[config.mk]
export PLATFORM = sky130hd
export DESIGN_NAME = id_ex_pipe_reg_flat
export DESIGN_NICKNAME = d
export VERILOG_FILES = /design/src/rtl/id_ex_pipe_reg_if.sv /design/src/rtl/id_ex_pipe_reg.sv /design/src/flat_wrapper.sv
export SDC_FILE = /design/constraint.sdc
export NUM_CORES = 1
export LEC_CHECK = 0
export ABC_AREA = 0
export BUFFER_PORTS_ARGS = -buffer_cell sky130_fd_sc_hd__buf_2
export CAP_MARGIN = 30
export CORE_AREA = 2 2 145 147
export DETAILED_ROUTE_END_ITERATION = 8
export DIE_AREA = 0 0 147 149
export PLACE_DENSITY_LB_ADDON = 0.15
export SYNTH_ARGS = -nofsm -noshare
export SYNTH_HDL_FRONTEND = slang
export SYNTH_SLANG_ARGS = --single-unit
[constraint.sdc]
create_clock -name clk -period 2.45 [get_ports clk]
set_input_delay 0.245 -clock clk [delete_from_list [all_inputs] [get_ports clk]]
set_output_delay 0.245 -clock clk [all_outputs]
set_load 0.01 [all_outputs]
[src/rtl/id_ex_pipe_reg_if.sv]
// Purpose : one pipeline-stage slot (decoded instruction + operands + forwarding selects),
//           used on both the ID-side input and the EX-side output of the ID/EX register.
// Latency : n/a (wires only).
// Backpressure : none carried here; stall/flush/resume travel as scalar ports.
// Port summary: valid, op, funct, rs, rt, rd, shamt, imm, rs_data, rt_data, pc4, fwd.
//   master = the side that drives the slot, slave = the side that consumes it.
interface id_ex_pipe_reg_if #(
    parameter int DW = 32,
    parameter int RW = 5
);
    logic          valid;
    logic [5:0]    op;
    logic [5:0]    funct;
    logic [RW-1:0] rs;
    logic [RW-1:0] rt;
    logic [RW-1:0] rd;
    logic [4:0]    shamt;
    logic [DW-1:0] imm;
    logic [DW-1:0] rs_data;
    logic [DW-1:0] rt_data;
    logic [DW-1:0] pc4;
    logic [5:0]    fwd;     // {ALUaeq,ALUbeq,MEMaeq,MEMbeq,rfd2alueq,rfd2dmeq}

    modport master (
        output valid, op, funct, rs, rt, rd, shamt, imm, rs_data, rt_data, pc4, fwd
    );
    modport slave (
        input  valid, op, funct, rs, rt, rd, shamt, imm, rs_data, rt_data, pc4, fwd
    );
endinterface

[src/rtl/id_ex_pipe_reg.sv]
// Purpose : ID/EX pipeline register; inserts NOP bubbles on stall/flush, freezes on halting syscall.
// Latency : 1 cycle from id slot to ex slot.
// Backpressure : stall/flush replace the captured instruction with a bubble; HALTED ignores ID until resume.
// Ports   : clk, rst (sync, active-high), id (slot in, slave), ex (slot out, master),
//           stall, flush, resume, halted, bubble_cnt, flush_cnt.
// Option  : PERF_CNT_EN enables saturating bubble/flush counters; otherwise both read 16'h0.
module id_ex_pipe_reg #(
    parameter int DW = 32,
    parameter int RW = 5
) (
    input  logic                  clk,
    input  logic                  rst,
    id_ex_pipe_reg_if.slave       id,
    id_ex_pipe_reg_if.master      ex,
    input  logic                  stall,
    input  logic                  flush,
    input  logic                  resume,
    output logic                  halted,
    output logic [15:0]           bubble_cnt,
    output logic [15:0]           flush_cnt
);

    typedef struct packed {
        logic          valid;
        logic [5:0]    op;
        logic [5:0]    funct;
        logic [RW-1:0] rs;
        logic [RW-1:0] rt;
        logic [RW-1:0] rd;
        logic [4:0]    shamt;
        logic [DW-1:0] imm;
        logic [DW-1:0] rs_data;
        logic [DW-1:0] rt_data;
        logic [DW-1:0] pc4;
        logic [5:0]    fwd;
    } stage_t;

    typedef enum logic {
        RUN    = 1'b0,
        HALTED = 1'b1
    } state_t;

    state_t state;
    stage_t ex_q;
    stage_t id_s;
    logic   halt_hit;

    // Slot as it would be captured; an empty slot carries no forwarding request.
    always_comb begin
        id_s.valid   = id.valid;
        id_s.op      = id.op;
        id_s.funct   = id.funct;
        id_s.rs      = id.rs;
        id_s.rt      = id.rt;
        id_s.rd      = id.rd;
        id_s.shamt   = id.shamt;
        id_s.imm     = id.imm;
        id_s.rs_data = id.rs_data;
        id_s.rt_data = id.rt_data;
        id_s.pc4     = id.pc4;
        id_s.fwd     = id.valid ? id.fwd : 6'h0;
    end

    // Halting syscall: the instruction currently in EX is a syscall with v0 == 10.
    assign halt_hit = ex_q.valid && (ex_q.op == 6'h00) && (ex_q.funct == 6'h0c)
                      && (ex_q.rs_data == DW'(10));

    // A bubble is the all-zero slot: sll $0,$0,0 with dest $0 and no forwarding.
    always_ff @(posedge clk) begin
        if (rst) begin
            state <= RUN;
            ex_q  <= '0;
        end else begin
            case (state)
                RUN: begin
                    if (halt_hit) begin
                        state <= HALTED;
                        ex_q  <= '0;
                    end else if (flush || stall) begin
                        ex_q  <= '0;
                    end else begin
                        ex_q  <= id_s;
                    end
                end
                HALTED: begin
                    ex_q <= '0;
                    if (resume) begin
                        state <= RUN;
                    end
                end
            endcase
        end
    end

    assign halted     = (state == HALTED);

    assign ex.valid   = ex_q.valid;
    assign ex.op      = ex_q.op;
    assign ex.funct   = ex_q.funct;
    assign ex.rs      = ex_q.rs;
    assign ex.rt      = ex_q.rt;
    assign ex.rd      = ex_q.rd;
    assign ex.shamt   = ex_q.shamt;
    assign ex.imm     = ex_q.imm;
    assign ex.rs_data = ex_q.rs_data;
    assign ex.rt_data = ex_q.rt_data;
    assign ex.pc4     = ex_q.pc4;
    assign ex.fwd     = ex_q.fwd;

`ifdef PERF_CNT_EN
    logic [15:0] bubble_q;
    logic [15:0] flush_q;

    // Counters stick at all-ones rather than wrapping.
    always_ff @(posedge clk) begin
        if (rst) begin
            bubble_q <= 16'h0;
            flush_q  <= 16'h0;
        end else if (state == RUN) begin
            if (flush && (flush_q != 16'hffff)) begin
                flush_q <= flush_q + 16'h1;
            end
            if (stall && !flush && (bubble_q != 16'hffff)) begin
                bubble_q <= bubble_q + 16'h1;
            end
        end
    end

    assign bubble_cnt = bubble_q;
    assign flush_cnt  = flush_q;
`else
    assign bubble_cnt = 16'h0;
    assign flush_cnt  = 16'h0;
`endif

endmodule

[src/flat_wrapper.sv]
// flat-port wrapper written by rule: the top's interface ports become plain ports
module id_ex_pipe_reg_flat 
#(
    parameter int DW = 32,
    parameter int RW = 5
)
  (clk, rst, stall, flush, resume, halted, bubble_cnt, flush_cnt, id_valid, id_op, id_funct, id_rs, id_rt, id_rd, id_shamt, id_imm, id_rs_data, id_rt_data, id_pc4, id_fwd, ex_valid, ex_op, ex_funct, ex_rs, ex_rt, ex_rd, ex_shamt, ex_imm, ex_rs_data, ex_rt_data, ex_pc4, ex_fwd);
  id_ex_pipe_reg_if #(.DW(DW), .RW(RW)) id_i ();
  id_ex_pipe_reg_if #(.DW(DW), .RW(RW)) ex_i ();
  input  logic clk;
  input  logic rst;
  input  logic stall;
  input  logic flush;
  input  logic resume;
  output logic halted;
  output logic [15:0] bubble_cnt;
  output logic [15:0] flush_cnt;
  input wire logic [$bits(id_i.valid)-1:0] id_valid;
  input wire logic [$bits(id_i.op)-1:0] id_op;
  input wire logic [$bits(id_i.funct)-1:0] id_funct;
  input wire logic [$bits(id_i.rs)-1:0] id_rs;
  input wire logic [$bits(id_i.rt)-1:0] id_rt;
  input wire logic [$bits(id_i.rd)-1:0] id_rd;
  input wire logic [$bits(id_i.shamt)-1:0] id_shamt;
  input wire logic [$bits(id_i.imm)-1:0] id_imm;
  input wire logic [$bits(id_i.rs_data)-1:0] id_rs_data;
  input wire logic [$bits(id_i.rt_data)-1:0] id_rt_data;
  input wire logic [$bits(id_i.pc4)-1:0] id_pc4;
  input wire logic [$bits(id_i.fwd)-1:0] id_fwd;
  output wire logic [$bits(ex_i.valid)-1:0] ex_valid;
  output wire logic [$bits(ex_i.op)-1:0] ex_op;
  output wire logic [$bits(ex_i.funct)-1:0] ex_funct;
  output wire logic [$bits(ex_i.rs)-1:0] ex_rs;
  output wire logic [$bits(ex_i.rt)-1:0] ex_rt;
  output wire logic [$bits(ex_i.rd)-1:0] ex_rd;
  output wire logic [$bits(ex_i.shamt)-1:0] ex_shamt;
  output wire logic [$bits(ex_i.imm)-1:0] ex_imm;
  output wire logic [$bits(ex_i.rs_data)-1:0] ex_rs_data;
  output wire logic [$bits(ex_i.rt_data)-1:0] ex_rt_data;
  output wire logic [$bits(ex_i.pc4)-1:0] ex_pc4;
  output wire logic [$bits(ex_i.fwd)-1:0] ex_fwd;
  assign id_i.valid = id_valid;
  assign id_i.op = id_op;
  assign id_i.funct = id_funct;
  assign id_i.rs = id_rs;
  assign id_i.rt = id_rt;
  assign id_i.rd = id_rd;
  assign id_i.shamt = id_shamt;
  assign id_i.imm = id_imm;
  assign id_i.rs_data = id_rs_data;
  assign id_i.rt_data = id_rt_data;
  assign id_i.pc4 = id_pc4;
  assign id_i.fwd = id_fwd;
  assign ex_valid = ex_i.valid;
  assign ex_op = ex_i.op;
  assign ex_funct = ex_i.funct;
  assign ex_rs = ex_i.rs;
  assign ex_rt = ex_i.rt;
  assign ex_rd = ex_i.rd;
  assign ex_shamt = ex_i.shamt;
  assign ex_imm = ex_i.imm;
  assign ex_rs_data = ex_i.rs_data;
  assign ex_rt_data = ex_i.rt_data;
  assign ex_pc4 = ex_i.pc4;
  assign ex_fwd = ex_i.fwd;
  id_ex_pipe_reg #(.DW(DW), .RW(RW)) u_core (.clk(clk), .rst(rst), .id(id_i), .ex(ex_i), .stall(stall), .flush(flush), .resume(resume), .halted(halted), .bubble_cnt(bubble_cnt), .flush_cnt(flush_cnt));
endmodule
==> out/results.txt <==
The run finished with clean final reports. The logs give 0.119 for the overall routing resource usage and 4 for the detailed-routing iteration count for the pre-antenna-repair pass. The proportion of netlist area held by the largest area contributor works out to 0.638. The tools report the synthesis warning total as 0. Launch instance of the worst register-to-register path: u_core.ex.rs_data[5].

The tools report the global placer's final weighted congestion as 0.727. The critical path goes through nor4_1 -> buf_4 -> and4_1 -> a31oi_4 -> buf_4 -> and2_4. After global routing the overflow that remains totals 0. The number of antenna violations at the first check in global routing was 2; the pin count of the biggest net entering global routing was 95. The final routed wirelength across all metal layers was 13.7 mm; the measured slew at the worst slew-check pin was 691 ps. Of all nets on the critical path, the largest fanout is 73. The net count reported at finish was 921; the average cell area after synthesis was 13.0 sq um.

The count of final setup violators is 0, and the synthesized flop and latch total is 168. Via count of the first global-routing pass: 3707. Number of ports placed on the die boundary: 372.

The synthesized design spends more area on one cell type than any other, namely sky130_fd_sc_hd__dfxtp_1. TritonCTS built the clock tree. The via density per instance was 3.62; the number of hold-repair buffers added at the cts stage was 0.

The number of buffer and inverter instances along the worst setup path works out to 2. The part of the cycle the worst path needs works out to 0.828. The first global-routing pass estimated 19.8 mm of wire.

STA classifies the critical path startpoint as a flip-flop. The detailed router placed 3759 vias in this run. The number of nets with antenna violations after routing was 0. For the worst setup path, the data required time is 2760 ps. Fill cells in the final layout number 2142.

IR analysis of the VDD net gives a maximum drop of 0.414 mV. Distinct cell type count after synthesis: 21. Setup repair after global routing left no endpoint under its margin.

The most critical setup path has its startpoint at u_core.ex.rs_data[5]. The logs give 420 ps for the insertion delay to the later sink of the worst-skew pair and 21900 sq um for the total die area. After detailed routing, the average wire length per cell comes to 13.2 um. In this run the static leakage power is 4.05 nW.

After routing, the total negative slack on setup checks comes to 0 ps. The critical path is of the reg2reg type. The logs give 0.256 for the initial cell density of the core and 17 for the number of clock buffers inserted by TritonCTS. The class of the most critical hold timing path was in2reg. The post-synthesis cell area was 5270 sq um; the smallest hold slack was 21.4 ps. In this run the power density over the cells is 770 nW/um^2.

STA puts the critical path data arrival time at 2340 ps. The share of cells above drive strength 1 was 0.612. The layout overhead on the synthesized area was 43.8%.

Buffers added to address setup during post-CTS repair amount to 0. The routed design could run at a clock period as short as 2030 ps. For this run, the slowest stage of the critical path takes 410 ps.

Critical-path cell with the highest stage delay: sky130_fd_sc_hd__nor4_1. The max-slew violation count was 0; the number of design rule violations left after detail routing was 0. The worst hold path begins at id_rs[2].

Counting along the longest clock path gives a buffer depth of 2. After floorplanning, the core was sized to cover 20600 sq um. The tools report the tightest slew margin relative to the limit as 0.540. The gate family responsible for the most delay along the worst path was simple AND/OR/NAND/NOR gates. In the post-synthesis netlist, the biggest area contributors are sky130_fd_sc_hd__dfxtp_1 (64%), sky130_fd_sc_hd__and2_4 (15%), sky130_fd_sc_hd__and2_1 (8.4%). From left edge to right edge, the die measures 147 um. For the maximum level of the CTS H-tree, the log shows 4. Clock transition at the register clock pins on the worst setup and hold paths after CTS: 70 ps. The final hold violation count came out at 0. By instance count, the cell type seen most on the critical path is sky130_fd_sc_hd__buf_4. The total number of clock tree sinks is 168. Static timing analysis puts the maximum clock frequency at 493 MHz. The root buffer cell chosen for the clock tree is sky130_fd_sc_hd__clkbuf_16. After technology mapping, the gate count stands at 407. The number of placement rows is 53, and the vertical extent of the die is 149 um. The tool flagged a number of max-cap violations equal to 0. For the share of the yosys chip area belonging to registers, the log shows 0.638. In this run, post-CTS repair resized a total of 0 instances. Input and output buffers added on the ports amount to 339. For the post-DP HPWL, the log shows 10.7 mm. The tools report the element type at the critical path end as a flip-flop. For this block, the initial DRC count from the detailed router was 55. The largest clock skew in the final design was 10.8 ps.
cell type report:
class                   instances  area [sq um]  share of cell area
diodes                          2          5.00            0.000660
clock buffers                  19           443              0.0584
clock inverters                12           130              0.0172
multi-input cells             220          1560               0.206
flip-flops and latches        168          3360               0.444
well taps                     275           344              0.0454
repair buffers                342          1730               0.228
placed cells by master (no fill, tap or decap), types with 2 or more instances in the layout:
cell	Yosys	final
sky130_fd_sc_hd__buf_2	0	339
sky130_fd_sc_hd__dfxtp_1	168	168
sky130_fd_sc_hd__and2_4	90	90
sky130_fd_sc_hd__and2_1	71	71
sky130_fd_sc_hd__conb_1	1	32
sky130_fd_sc_hd__clkbuf_16	0	17
sky130_fd_sc_hd__nor4_1	7	7
sky130_fd_sc_hd__and3_1	6	6
sky130_fd_sc_hd__inv_6	0	6
sky130_fd_sc_hd__nor2_1	3	3
sky130_fd_sc_hd__diode_2	0	2
sky130_fd_sc_hd__and4_1	2	2
sky130_fd_sc_hd__nor4b_2	2	2
sky130_fd_sc_hd__inv_8	0	2
sky130_fd_sc_hd__clkinv_4	0	2
sky130_fd_sc_hd__buf_4	32	2
metal layers:
metal / wire length (um) / part of all wire / up-vias / global-route usage
met4: 280 / 0.020 / 2 / 0.0563
met2: 7190 / 0.53 / 187 / 0.212
met3: 1190 / 0.087 / 16 / 0.0410
li1: - / - / 1886 / -
met5: 16 / 0.0012 / - / 0
met1: 5000 / 0.37 / 1668 / 0.126
cells in the mapped netlist:
cell type	number
sky130_fd_sc_hd__a31oi_4	1
sky130_fd_sc_hd__a41o_1	1
sky130_fd_sc_hd__and2_1	71
sky130_fd_sc_hd__and2_4	90
sky130_fd_sc_hd__and3_1	6
sky130_fd_sc_hd__and4_1	2
sky130_fd_sc_hd__and4_4	1
sky130_fd_sc_hd__and4b_1	1
sky130_fd_sc_hd__buf_12	1
sky130_fd_sc_hd__buf_4	32
sky130_fd_sc_hd__buf_6	5
sky130_fd_sc_hd__buf_8	9
sky130_fd_sc_hd__clkbuf_1	3
sky130_fd_sc_hd__conb_1	1
sky130_fd_sc_hd__dfxtp_1	168
sky130_fd_sc_hd__nand2_1	1
sky130_fd_sc_hd__nor2_1	3
sky130_fd_sc_hd__nor3_1	1
sky130_fd_sc_hd__nor3b_1	1
sky130_fd_sc_hd__nor4_1	7
sky130_fd_sc_hd__nor4b_2	2
flip-flops by register name (all words and copies together) (netlist names), 6 cells and up:
signal and cells:
u_core.ex.fwd 6, u_core.ex.funct 6, u_core.ex.pc4 32, u_core.ex.rs_data 32
u_core.ex.op 6, u_core.ex.imm 32, u_core.ex.rt_data 32
cell families after synthesis:
| group | count (synthesis) | synth area share |
|---|---|---|
| AOI/OAI and AO/OA | 2 | 0.00593 |
| buffers and inverters | 50 | 0.0878 |
| DFF | 168 | 0.638 |
| other | 1 | 0.000711 |
| and+or+nand+nor | 186 | 0.268 |
power by group:
group,internal (W),total [W],switching (W)
logic,0.000217,0.000394,0.000177
clock network,0.00146,0.00261,0.00115
registers,0.00280,0.00282,0.0000219
total,0.00448,0.00583,0.00135
per-stage QoR:
step                cells  setup WS (ps)  area, sq um  total power [W]   util
detailed placement   1005            291         7000          0.00329  0.341
finish               1038            420         7580          0.00583  0.369
global placement     1005            411         7000          0.00328  0.341
floorplan             438            933         5390          0.00312      -
CTS                  1036            268         7570          0.00595  0.368
global route         1037           82.4         7580          0.00611  0.369
worst register-to-register path: cells and delay by family, from the launching register on:
kind	cells	cell delay [ps]
simple gates	3	1000
buf+inv	2	510
flops	1	310
compound gates	1	120
worst paths after layout:
path / end / slack [ps] / cells after the start
min reg2reg: u_core.halted / 630 / 2
max reg2reg: u_core.ex.rs_data[24] / 420 / 6
min: u_core.ex.rs[2] / 20 / 2
max: u_core.ex.rs_data[24] / 420 / 6
No activity file was read; power rests on OpenSTA's default activity.
